**config.mk**
```make
export PLATFORM = sky130hd
export DESIGN_NAME = seg_scan_ctrl
export DESIGN_NICKNAME = d
export VERILOG_FILES = /design/src/rtl/seg_pkg.sv /design/src/rtl/seg_hex_decoder.sv /design/src/rtl/seg_scan_ctrl.sv
export SDC_FILE = /design/constraint.sdc
export NUM_CORES = 1
export LEC_CHECK = 0
export CAP_MARGIN = 25
export CORE_MARGIN = 2
export CORE_UTILIZATION = 60
export CTS_CLUSTER_SIZE = 10
export DETAILED_ROUTE_END_ITERATION = 6
export PLACE_DENSITY = 0.83
export SYNTH_ARGS = -nofsm -noshare
export SYNTH_HDL_FRONTEND = slang
export SYNTH_HIERARCHICAL = 1
export SYNTH_SLANG_ARGS = --single-unit
```
**constraint.sdc**
```tcl
create_clock -name clk -period 8.34 [get_ports clk]
set_input_delay 0.834 -clock clk [delete_from_list [all_inputs] [get_ports clk]]
set_output_delay 0.834 -clock clk [all_outputs]
set_load 0.02 [all_outputs]
```
**src/rtl/seg_pkg.sv**
```systemverilog
// Shared constants for the seven-segment scan controller: blank pattern,
// decimal-point bit position, active-low hex glyph table and a clog2 helper.
package seg_pkg;

    localparam logic [7:0] SEG_BLANK = 8'hFF;
    localparam int         DP_BIT    = 0;

    // Segment order {A,B,C,D,E,F,G,DP}, active low, DP off
    localparam logic [7:0] GLYPHS [16] = '{
        8'h03, 8'h9F, 8'h25, 8'h0D, 8'h99, 8'h49, 8'h41, 8'h1F,
        8'h01, 8'h09, 8'h11, 8'hC1, 8'h63, 8'h85, 8'h61, 8'h71
    };

    function automatic int clog2(input int value);
        int r;
        r = 0;
        for (int i = 0; i < 31; i++) begin
            if ((1 << i) < value) r = i + 1;
        end
        return r;
    endfunction

endpackage

```
**src/rtl/seg_hex_decoder.sv**
```systemverilog
// Combinational nibble-to-glyph decoder; dp lights the decimal point.
module seg_hex_decoder
    import seg_pkg::*;
(
    input  logic [3:0] nibble,
    input  logic       dp,
    output logic [7:0] glyph
);

    always_comb begin
        glyph = GLYPHS[nibble];
        if (dp) glyph[DP_BIT] = 1'b0;
    end

endmodule

```
**src/rtl/seg_scan_ctrl.sv**
```systemverilog
// Multiplexed seven-segment scan controller with frame-synchronous snapshot,
// leading-zero suppression, blank/DP masks, PWM brightness and dead time.
module seg_scan_ctrl
    import seg_pkg::*;
#(
    parameter int DIGITS      = 8,
    parameter int REFRESH_MAX = 99999,
    parameter int DUTY_W      = 3
) (
    input  logic                  clk,
    input  logic                  rst,
    input  logic                  en,
    input  logic [4*DIGITS-1:0]   data,
    input  logic [DIGITS-1:0]     dp_mask,
    input  logic [DIGITS-1:0]     blank_mask,
    input  logic                  lz_suppress,
    input  logic [DUTY_W-1:0]     bright,
    output logic [DIGITS-1:0]     led_en,
    output logic [7:0]            led_cx,
    output logic                  frame_done
);

    localparam int CNT_W = clog2(REFRESH_MAX + 1);
    localparam int IDX_W = clog2(DIGITS);
    localparam int ON_W  = DUTY_W + clog2(REFRESH_MAX + 2);

    localparam logic [CNT_W-1:0] CNT_LAST = CNT_W'(REFRESH_MAX);
    localparam logic [IDX_W-1:0] IDX_LAST = IDX_W'(DIGITS - 1);

    logic [CNT_W-1:0]        cnt;
    logic [IDX_W-1:0]        idx;
    logic [4*DIGITS-1:0]     data_snap;
    logic [DIGITS-1:0]       dp_snap;
    logic [DIGITS-1:0]       blank_snap;
    logic                    lz_snap;
    logic [DUTY_W-1:0]       bright_snap;

    logic                    last_cycle;
    logic [ON_W-1:0]         on_len;
    logic [DIGITS-1:0]       suppressed;
    logic                    nonzero_seen;
    logic [3:0]              nibble;
    logic [7:0]              glyph;
    logic [DIGITS-1:0]       digit_sel;
    logic                    lit;

    assign last_cycle = (idx == IDX_LAST) && (cnt == CNT_LAST);

    always_ff @(posedge clk or posedge rst) begin
        if (rst) begin
            cnt <= '0;
            idx <= '0;
        end else if (!en) begin
            cnt <= '0;
            idx <= '0;
        end else if (cnt == CNT_LAST) begin
            cnt <= '0;
            idx <= (idx == IDX_LAST) ? '0 : idx + 1'b1;
        end else begin
            cnt <= cnt + 1'b1;
        end
    end

    // Snapshot follows the inputs while disabled and reloads only at frame end
    always_ff @(posedge clk or posedge rst) begin
        if (rst) begin
            data_snap   <= '0;
            dp_snap     <= '0;
            blank_snap  <= '0;
            lz_snap     <= 1'b0;
            bright_snap <= '0;
        end else if (!en || last_cycle) begin
            data_snap   <= data;
            dp_snap     <= dp_mask;
            blank_snap  <= blank_mask;
            lz_snap     <= lz_suppress;
            bright_snap <= bright;
        end
    end

    always_comb begin
        nonzero_seen = 1'b0;
        suppressed   = '0;
        for (int k = DIGITS - 1; k >= 1; k--) begin
            nonzero_seen  = nonzero_seen | (data_snap[4*k +: 4] != 4'h0);
            suppressed[k] = lz_snap & ~nonzero_seen;
        end
    end

    always_comb begin
        on_len    = ((ON_W'(bright_snap) + ON_W'(1)) * ON_W'(REFRESH_MAX + 1)) >> DUTY_W;
        nibble    = data_snap[4*int'(idx) +: 4];
        digit_sel = DIGITS'(1) << idx;
        lit       = en && (cnt != '0) && (ON_W'(cnt) < on_len)
                    && !blank_snap[idx] && !suppressed[idx];
    end

    seg_hex_decoder u_dec (
        .nibble (nibble),
        .dp     (dp_snap[idx]),
        .glyph  (glyph)
    );

    // Output register stage: pins lag the cnt/idx state by one cycle
    always_ff @(posedge clk or posedge rst) begin
        if (rst) begin
            led_en     <= '1;
            led_cx     <= SEG_BLANK;
            frame_done <= 1'b0;
        end else begin
            frame_done <= en && last_cycle;
            if (lit) begin
                led_en <= ~digit_sel;
                led_cx <= glyph;
            end else begin
                led_en <= '1;
                led_cx <= SEG_BLANK;
            end
        end
    end

endmodule

```
==> impl_metrics.toml <==
[synth]
synth_area_leaders = "dfrtp_1 34%, mux2_4 14%, ha_1 11%"
synth_top_cell_by_area = "dfrtp_1"
synth_xor_xnor_area_share_pct = 3.74
netlist_area_mm2 = 0.00539
synth_cells = 441
synth_simple_gate_area_share_pct = 12.6
netlist.area_leader.share_pct = 33.9
synth_fp_nets = 544
syn_avg_cell_area_um2 = 12.2
synth-compound-area-share_pct = 5.01
synth_mux_area_share_pct = 20.8
async_flop_share_pct = 100
synth_fa_ha_area_share_pct = 11.3
seq_area_frac_synth_pct = 41.7
ys_warn_count = 6
synth_ff_type = "dfrtp_1"
ys_ff_latch = 89
synth_top_family_by_area = "multiplexers"
ys_types = 52
synth_edf_count = 0

[setup_path]
cp-end-kind = "flop"
cp-endpoint = "led_en[3]"
cp-start-kind = "flop"
crit_type = "reg -> reg"
worstPathMaxFanout = 10
critPathArrivalTime_ns = 5.25
cp_data_required_time_ns = 8.61
rr_startpoint = "bright_snap[0]"
r2r_slack_ns = 3.35
rr_worst_depth = 18
worstSetupStartpoint = "bright_snap[0]"
r2r_end = "led_en[3]"

[place]
portBuffers = 71
routabilityCongestion = 0.894
pre_cts_ws_ns = 3.56
hpwl_mm = 8.28

[layout]
mostFrequentLayoutCells = "73 x dfrtp_1, 71 x clkdlybuf4s50_1, 50 x mux2_4, 47 x ha_1, 31 x nand2_1"
num_antenna_cells = 0
final_common_cell = "dfrtp_1"
nNetsFinal = 616
area_growth_pct = 18.3
final_core_util_pct = 73.1
drive_gt1_share_pct = 21.5

[drt]
post_drt_wl_per_cell_um = 18.1
drtIter0Drc = 172
ant_nets = 0
routed_wl_mm = 11.3
drc = 0
viasPerCell = 5.96
num_vias = 3724
drt_pre_antenna_iters = 4

[pwr]
peakVddDrop_v = 0.000106
p_leak_nw = 2.86
powerDensity_mw_per_mm2 = 175
power_mw = 1.11

[status]
status = "finished, final reports clean"

[sta]
period_minus_slack_ns = 4.99
post-route-period-util_pct = 59.8
rsz0062_at_grt = "no"
hold_violations = 0
worst_pin_slew_ns = 0.903
tns_ns = 0
clock_skew_ns = 0.0168
setup_viol = 0
slew_headroom_pct = 39.3
slew_violations = 0
max_freq_ghz = 0.201
fin_ws_ns = 3.35

[floorplanning]
dieHeight_um = 98.8
core_area_mm2 = 0.00872
die_w_um = 98.8
io_pins = 72
initial_core_util_pct = 61.8
die_area_mm2 = 0.00976
rows = 34

[global_route]
grt_max_degree = 90
grt_pass1_wl_mm = 19.1
grt_overflow = 0
antenna_found_initial = 0
grt_pass1_vias = 3900
grt_usage_pct = 24.8

[min_path]
hold_depth = 1
hold_class = "reg -> reg"

[clock_tree]
hold_buffers = 0
clk_pin_slew_ns = 0.09
clock_path_buffers = 2
numCtsBuffers = 9
cts_root_buf = "clkbuf_8"
clkSinkCount = 89
ctsResizeCount = 0
cts_setup_buffers = 0
cts_tree = "done"
insertion_delay_ns = 0.37
h-tree-depth = 3

[flow_run]
timing.max_cap.violations = 0
layer usage:
metal | global-route usage [%] | vias to the layer above | part of all wire [%]
met4 | 8.96 | 0 | 1.8
li1 | - | 1731 | -
met2 | 39.6 | 116 | 48
met5 | 0 | - | 0
met3 | 5.11 | 17 | 4.6
met1 | 33.8 | 1860 | 45
synthesized netlist by cell type, types with 11 or more instances:
library cell	number
xor2_1	11
nor2_1	26
mux4_2	12
xnor2_1	12
nand2_1	31
nand4_1	14
dfrtp_1	73
dfstp_2	16
inv_1	26
a21oi_1	15
mux2_4	50
ha_1	47
state kept, by name, summed over array words and instances, names as in the netlist:
signal       cells
data_snap       32
cnt             17
blank_snap       8
dp_snap          8
led_cx           8
led_en           8
bright_snap      3
idx              3
frame_done       1
lz_snap          1
per-stage QoR:
stage	instances	hold slack, ns	instance area, um2
floorplan	441	0.474	5390
global placement	608	0.489	6090
detailed placement	608	0.493	6090
CTS	623	0.519	6320
global route	625	0.524	6380
finish	625	0.513	6380
worst max-delay path, cell delays in order, from the launching register on:
cell,delay (ns)
dfrtp_1,0.50
inv_1,0.17
nor3_1,0.35
ha_1,0.24
inv_1,0.06
fa_1,0.52
inv_1,0.06
ha_1,0.22
a21o_1,0.18
a21oi_1,0.27
nand2b_1,0.15
a21oi_1,0.07
xnor2_1,0.13
ha_1,0.31
a21o_1,0.18
a2111oi_0,0.51
o21a_1,0.33
a21boi_2,0.47
nand4_1,0.17
worst min path at each step:
stage | slack, ns | to | startpoint
2_1_floorplan | 0.47 | cnt[0] | cnt[0]
3_3_place_gp | 0.49 | blank_snap[3] | blank_snap[3]
3_5_place_dp | 0.49 | blank_snap[0] | blank_snap[0]
4_1_cts | 0.52 | blank_snap[0] | blank_snap[0]
5_1_grt | 0.52 | dp_snap[6] | dp_snap[6]
6_report | 0.51 | blank_snap[7] | blank_snap[7]
final cells by class:
| type | instances | area (um2) |
|---|---|---|
| clock buffers | 10 | 128 |
| clock inverters | 5 | 104 |
| fillers | 610 | 2340 |
| inverters | 27 | 103 |
| multi-input cells | 311 | 2880 |
| flip-flops and latches | 89 | 2250 |
| well taps | 108 | 135 |
| repair buffers | 75 | 781 |
logic make-up after synthesis:
kind of cell,count (synthesis)
buf+inv,41
xor+xnor,23
compound gates,43
simple gates,127
fa+ha+maj,48
mux,70
flops,89
power by group:
part / switching, mW / internal (mW)
registers: 0.0248 / 0.463
logic: 0.128 / 0.144
clock network: 0.155 / 0.198
total: 0.308 / 0.806
No activity file was read; power rests on OpenSTA's default activity.
